===== config.mk =====
export PLATFORM = sky130hd
export DESIGN_NAME = shift_reg_rx
export DESIGN_NICKNAME = d
export VERILOG_FILES = /design/src/rtl/shift_reg_rx_pkg.sv /design/src/rtl/shift_reg_rx_bit_sync.sv /design/src/rtl/shift_reg_rx.sv
export SDC_FILE = /design/constraint.sdc
export NUM_CORES = 1
export LEC_CHECK = 0
export CAP_MARGIN = 0
export CORE_MARGIN = 3
export CORE_UTILIZATION = 49
export CTS_BUF_LIST = sky130_fd_sc_hd__clkbuf_4 sky130_fd_sc_hd__clkbuf_8 sky130_fd_sc_hd__clkbuf_16
export CTS_CLUSTER_DIAMETER = 80
export DETAILED_ROUTE_END_ITERATION = 12
export PLACE_DENSITY = 0.72
export SYNTH_ARGS = -nofsm -noshare
export SYNTH_HDL_FRONTEND = slang
export SYNTH_SLANG_ARGS = --single-unit

===== constraint.sdc =====
create_clock -name CLK -period 1.93 [get_ports CLK]
set_input_delay 0.2895 -clock CLK [delete_from_list [all_inputs] [get_ports CLK]]
set_output_delay 0.2895 -clock CLK [all_outputs]
set_load 0.05 [all_outputs]

===== src/rtl/shift_reg_rx_pkg.sv =====
// Shared types and frame-size helpers for the serial shift-register receiver.
// SHIFT_RX_PARITY_EN adds one trailing even-parity bit to every frame.
package shift_reg_rx_pkg;

  typedef enum logic [1:0] {
    ST_IDLE     = 2'd0,
    ST_SHIFT    = 2'd1,
    ST_WAIT_END = 2'd2
  } state_e;

`ifdef SHIFT_RX_PARITY_EN
  localparam int PARITY_BITS = 1;
`else
  localparam int PARITY_BITS = 0;
`endif

  function automatic int frameBits(input int width);
    return width + PARITY_BITS;
  endfunction

endpackage


===== src/rtl/shift_reg_rx_bit_sync.sv =====
// Multi-flop synchroniser for one asynchronous input pin, with a selectable reset level.
module shift_reg_rx_bit_sync #(
  parameter int STAGES    = 2,
  parameter bit RESET_VAL = 1'b0
) (
  input  logic clk_i,
  input  logic rstN_i,
  input  logic d_i,
  output logic q_o
);

  logic [STAGES-1:0] chain_q;

  always_ff @(posedge clk_i or negedge rstN_i) begin
    if (!rstN_i) begin
      chain_q <= {STAGES{RESET_VAL}};
    end else begin
      chain_q <= {chain_q[STAGES-2:0], d_i};
    end
  end

  assign q_o = chain_q[STAGES-1];

endmodule


===== src/rtl/shift_reg_rx.sv =====
// Receive end of the serial shift-register link: oversamples SCLK/SDI/CS_N and delivers words on valid/ready.
// Optional feature macro: SHIFT_RX_PARITY_EN (trailing even-parity bit and PARITY_ERR port).
module shift_reg_rx
  import shift_reg_rx_pkg::*;
#(
  parameter int WIDTH       = 16,
  parameter int MSB_FIRST   = 1,
  parameter int SYNC_STAGES = 2
) (
  input  logic             CLK,
  input  logic             RST_N,
  input  logic             SCLK,
  input  logic             SDI,
  input  logic             CS_N,
  output logic [WIDTH-1:0] DATA_out,
  output logic             VALID_out,
  input  logic             READY_in,
  output logic             FRAME_ERR,
`ifdef SHIFT_RX_PARITY_EN
  output logic             PARITY_ERR,
`endif
  output logic             OVERRUN
);

  localparam int FRAME_BITS = frameBits(WIDTH);
  localparam int CNT_W      = $clog2(WIDTH + 2);

  logic sclkSync, sdiSync, csnSync;

  shift_reg_rx_bit_sync #(.STAGES(SYNC_STAGES), .RESET_VAL(1'b0)) sclkSyncInst (
    .clk_i(CLK), .rstN_i(RST_N), .d_i(SCLK), .q_o(sclkSync));
  shift_reg_rx_bit_sync #(.STAGES(SYNC_STAGES), .RESET_VAL(1'b0)) sdiSyncInst (
    .clk_i(CLK), .rstN_i(RST_N), .d_i(SDI), .q_o(sdiSync));
  shift_reg_rx_bit_sync #(.STAGES(SYNC_STAGES), .RESET_VAL(1'b1)) csnSyncInst (
    .clk_i(CLK), .rstN_i(RST_N), .d_i(CS_N), .q_o(csnSync));

  logic                  sclkPrev_q, sclkRise_q, sdiRise_q;
  state_e                state_q, state_d;
  logic [CNT_W-1:0]      bitCnt_q, bitCnt_d;
  logic [FRAME_BITS-1:0] shift_q, shift_d;
  logic                  commit, frameErr;
  logic [WIDTH-1:0]      word;
  logic [WIDTH-1:0]      data_q;
  logic                  valid_q, frameErr_q, overrun_q;

  // The SDI sample is captured alongside the registered edge so both stay aligned.
  always_ff @(posedge CLK or negedge RST_N) begin
    if (!RST_N) begin
      sclkPrev_q <= 1'b0;
      sclkRise_q <= 1'b0;
      sdiRise_q  <= 1'b0;
    end else begin
      sclkPrev_q <= sclkSync;
      sclkRise_q <= sclkSync & ~sclkPrev_q;
      sdiRise_q  <= sdiSync;
    end
  end

  always_ff @(posedge CLK or negedge RST_N) begin
    if (!RST_N) begin
      state_q  <= ST_IDLE;
      bitCnt_q <= '0;
      shift_q  <= '0;
    end else begin
      state_q  <= state_d;
      bitCnt_q <= bitCnt_d;
      shift_q  <= shift_d;
    end
  end

  always_comb begin
    state_d  = state_q;
    bitCnt_d = bitCnt_q;
    shift_d  = shift_q;
    commit   = 1'b0;
    frameErr = 1'b0;
    case (state_q)
      ST_IDLE: begin
        bitCnt_d = '0;
        shift_d  = '0;
        if (!csnSync) state_d = ST_SHIFT;
      end
      ST_SHIFT: begin
        if (sclkRise_q) begin
          shift_d  = (MSB_FIRST != 0) ? {shift_q[FRAME_BITS-2:0], sdiRise_q}
                                      : {sdiRise_q, shift_q[FRAME_BITS-1:1]};
          bitCnt_d = bitCnt_q + CNT_W'(1);
          // A final bit arriving together with CS_N release still completes the frame.
          if (bitCnt_q == CNT_W'(FRAME_BITS - 1)) begin
            commit  = 1'b1;
            state_d = csnSync ? ST_IDLE : ST_WAIT_END;
          end else if (csnSync) begin
            frameErr = 1'b1;
            state_d  = ST_IDLE;
          end
        end else if (csnSync) begin
          frameErr = 1'b1;
          state_d  = ST_IDLE;
        end
      end
      ST_WAIT_END: begin
        if (csnSync) state_d = ST_IDLE;
      end
      default: state_d = ST_IDLE;
    endcase
  end

  assign word = (MSB_FIRST != 0) ? shift_d[FRAME_BITS-1 -: WIDTH] : shift_d[WIDTH-1:0];

  always_ff @(posedge CLK or negedge RST_N) begin
    if (!RST_N) begin
      data_q     <= '0;
      valid_q    <= 1'b0;
      frameErr_q <= 1'b0;
      overrun_q  <= 1'b0;
    end else begin
      frameErr_q <= frameErr;
      overrun_q  <= commit & valid_q & ~READY_in;
      if (commit && (!valid_q || READY_in)) begin
        data_q  <= word;
        valid_q <= 1'b1;
      end else if (valid_q && READY_in) begin
        valid_q <= 1'b0;
      end
    end
  end

`ifdef SHIFT_RX_PARITY_EN
  logic parityErr_q;

  always_ff @(posedge CLK or negedge RST_N) begin
    if (!RST_N) begin
      parityErr_q <= 1'b0;
    end else begin
      parityErr_q <= commit & (^shift_d);
    end
  end

  assign PARITY_ERR = parityErr_q;
`endif

  assign DATA_out  = data_q;
  assign VALID_out = valid_q;
  assign FRAME_ERR = frameErr_q;
  assign OVERRUN   = overrun_q;

endmodule

==> run metrics <==
status=finished clean; Port Buffer Count=24; syn avg cell area=15.1 sq um; CTS H-tree lvls=2; most frequent cells in the layout=dfrtp_1 (48), clkdlybuf4s50_1 (23), a22o_1 (16); Post-Route Skew=0.00692 ns; Yosys reg bits=50; total die area=5100 sq um; Sink Count=50; fraction of layout cells with a size suffix above 1=0.315; reg-to-reg endpoint=DATA_out[0]$_DFFE_PN0P_; synthesis-to-finish area growth=20.6%; PD cells=744 nW/um^2; n_diodes=0; Final Hold Vio Count=0; CTS clk-pin slew, worst paths=0.09 ns; largest net degree at the start of global routing=28; DRC viols=0; Placer Congestion=0.711; final slew viol count=0; peak supply drop=0.000448 V; Netlist Area Pre-Place=2100 sq um; Die Ht=71.4 um; Final ANT Viol Nets=0; Total Neg Setup Slack=0 ns; clk root buf=clkbuf_8; final std cells w/o fill=218; CP Data Required Time=2.12 ns; Worst Hold Slack=0.356 ns; Hold Path Class=flop to flop; Post-Synthesis Cells=139; Synth area leader=dfrtp_1; most common cell after layout, fill and taps aside=dfrtp_1; max-cap viol count=0; crit path from=bitCnt_q[0]$_DFFE_PN0P_; cells along the critical path=ha_1 > and3_1 > ha_4 > nand4b_4 > nor2b_4 > buf_12 > mux2_2; Ports=25; Fmax=0.542 GHz; Worst R2R Setup Slack=0.09 ns; Worst Tran Pin Value=0.549 ns; iteration-0 DRC count of the detailed router=70; fin crit share=0.955; Setup CP Type=flop to flop; Worst path top cell family by delay=simple AND/OR/NAND/NOR gates; synth warn=0; synth top area cells=dfrtp_1 (57%), mux2_4 (7.9%), a22o_1 (6.7%); Setup crit end=DATA_out[0]$_DFFE_PN0P_; post-synthesis sequential area ratio=0.598; Max-slew headroom=0.634; CP bufs+invs=1; initial antenna violation count=0; Synth cell types=32; Mapped Nets=147; Routed WL per cell=17.0 um; WP data arrival=2.03 ns; post-synth top area share=0.573; Vias=1227; crit path max fanout=8; CTS Buf Count=5; Leakage=1.21 nW; Final nets=175; FF-to-FF path depth=7; Worst path max stage delay=0.37 ns; clock period minus worst slack=1.84 ns; Worst R2R Start=bitCnt_q[0]$_DFFE_PN0P_; Slowest-stage cell, CP=dfrtp_1; clock latency on the worst-skew pair=0.30 ns; Initial Util=0.517; vias per cell=5.63; final WL=3.70 mm; Die W=71.4 um; core area=4060 sq um; CTS tree=done; number of global-route vias before repair=1291; placed cell count=207; detailed placement HPWL=2.27 mm; crit end category=flop; final setup violation count=0; row cnt=23; gr usage total=0.156; TritonRoute pass-1 iters=4; clock buffer depth=2; gr ovfl total=0; crit path launch type=flop; first-pass GRT wire length=6.21 mm; Worst path depth=7
[layout make-up]
type	count	area, sq um
Multi-Input combinational cell	75	748
Clock inverter	3	40.0
Tap cell	50	62.6
Fill cell	294	1530
Clock buffer	5	68.8
Timing Repair Buffer	33	348
Sequential cell	50	1250
Inverter	2	7.51
[power breakdown]
part           internal (mW)  total [mW]  switching [mW]  leakage [nW]
Clock                  0.382       0.724           0.342        0.0579
Combinational         0.0339      0.0851          0.0511         0.476
Sequential              1.06        1.07          0.0104         0.672
Total                   1.48        1.88           0.403          1.21
[sequential cells by signal, summed over array words and instances, names as in the netlist]
| signal | count |
|---|---|
| csnSyncInst.chain_q | 2 |
| bitCnt_q | 5 |
| DATA_out | 16 |
| FRAME_ERR | 1 |
| sclkPrev_q | 1 |
| OVERRUN | 1 |
| sdiSyncInst.chain_q | 2 |
| sdiRise_q | 1 |
| shift_q | 15 |
| sclkSyncInst.chain_q | 2 |
| sclkRise_q | 1 |
| VALID_out | 1 |
| state_q | 2 |
[Yosys cell counts (all sizes together)]
cell type  count
nand3          2
nand2          4
mux2          17
or2b           1
nand4          1
nand4b         1
dfstp          2
o22ai          1
or4b           1
a211oi         1
inv            2
a32o           3
buf            8
a21oi          1
mux2i          1
nor2           2
nand2b         2
a21o           1
a311oi         1
and3           1
clkbuf         4
ha             2
dfrtp         48
a22o          29
nor2b          3
[layer usage]
layer,GRT usage,routed length (um),vias up
li1,-,-,567
met1,0.209,1650,622
met4,0.0647,46,0
met5,0,0,-
met3,0.0421,144,5
met2,0.240,1860,33
[timing repair]
item | 4_1_cts | 5_1_grt
setup buffers | 0 | 1
resized for setup | 0 | 3
hold buffers | 1 | 0
endpoints found under the setup margin | 0 | 16
endpoints found under the hold margin | 21 | 0
[logic make-up (layout without fill, tap and decap cells)]
kind of cell / count (synthesis) / in the layout / share of synthesized area
adders and majority gates: 2 / 2 / 0.0119
buffers and inverters: 14 / 43 / 0.0537
DFF: 50 / 50 / 0.598
and+or+nand+nor: 18 / 18 / 0.0609
AOI/OAI and AO/OA: 37 / 37 / 0.160
muxes: 18 / 18 / 0.116
[stage by stage]
step / total power, mW / area [sq um] / util / worst slack [ns]
6_report: 1.88 / 2530 / 0.623 / 0.0863
4_1_cts: 1.91 / 2480 / 0.611 / 0.0303
3_3_place_gp: 1.17 / 2360 / 0.582 / 0.114
2_1_floorplan: 1.14 / 2100 / - / 0.0933
5_1_grt: 1.96 / 2530 / 0.623 / -0.0202
3_5_place_dp: 1.18 / 2360 / 0.582 / 0.0513
[worst min path at each step]
stage                                     startpoint                               end  slack (ns)  cells past startpoint
floorplan                                      RST_N           DATA_out[0]$_DFFE_PN0P_      -0.006                      0
global placement                               RST_N                 OVERRUN$_DFF_PN0_        0.30                      1
detailed placement                             RST_N             VALID_out$_DFFE_PN0P_        0.31                      1
CTS                 sdiSyncInst.chain_q[1]$_DFF_PN0_               sdiRise_q$_DFF_PN0_        0.36                      0
global route        csnSyncInst.chain_q[0]$_DFF_PN1_  csnSyncInst.chain_q[1]$_DFF_PN1_        0.38                      0
finish              sdiSyncInst.chain_q[1]$_DFF_PN0_               sdiRise_q$_DFF_PN0_        0.36                      0
Note: power is estimated with default switching activity, not from simulation.
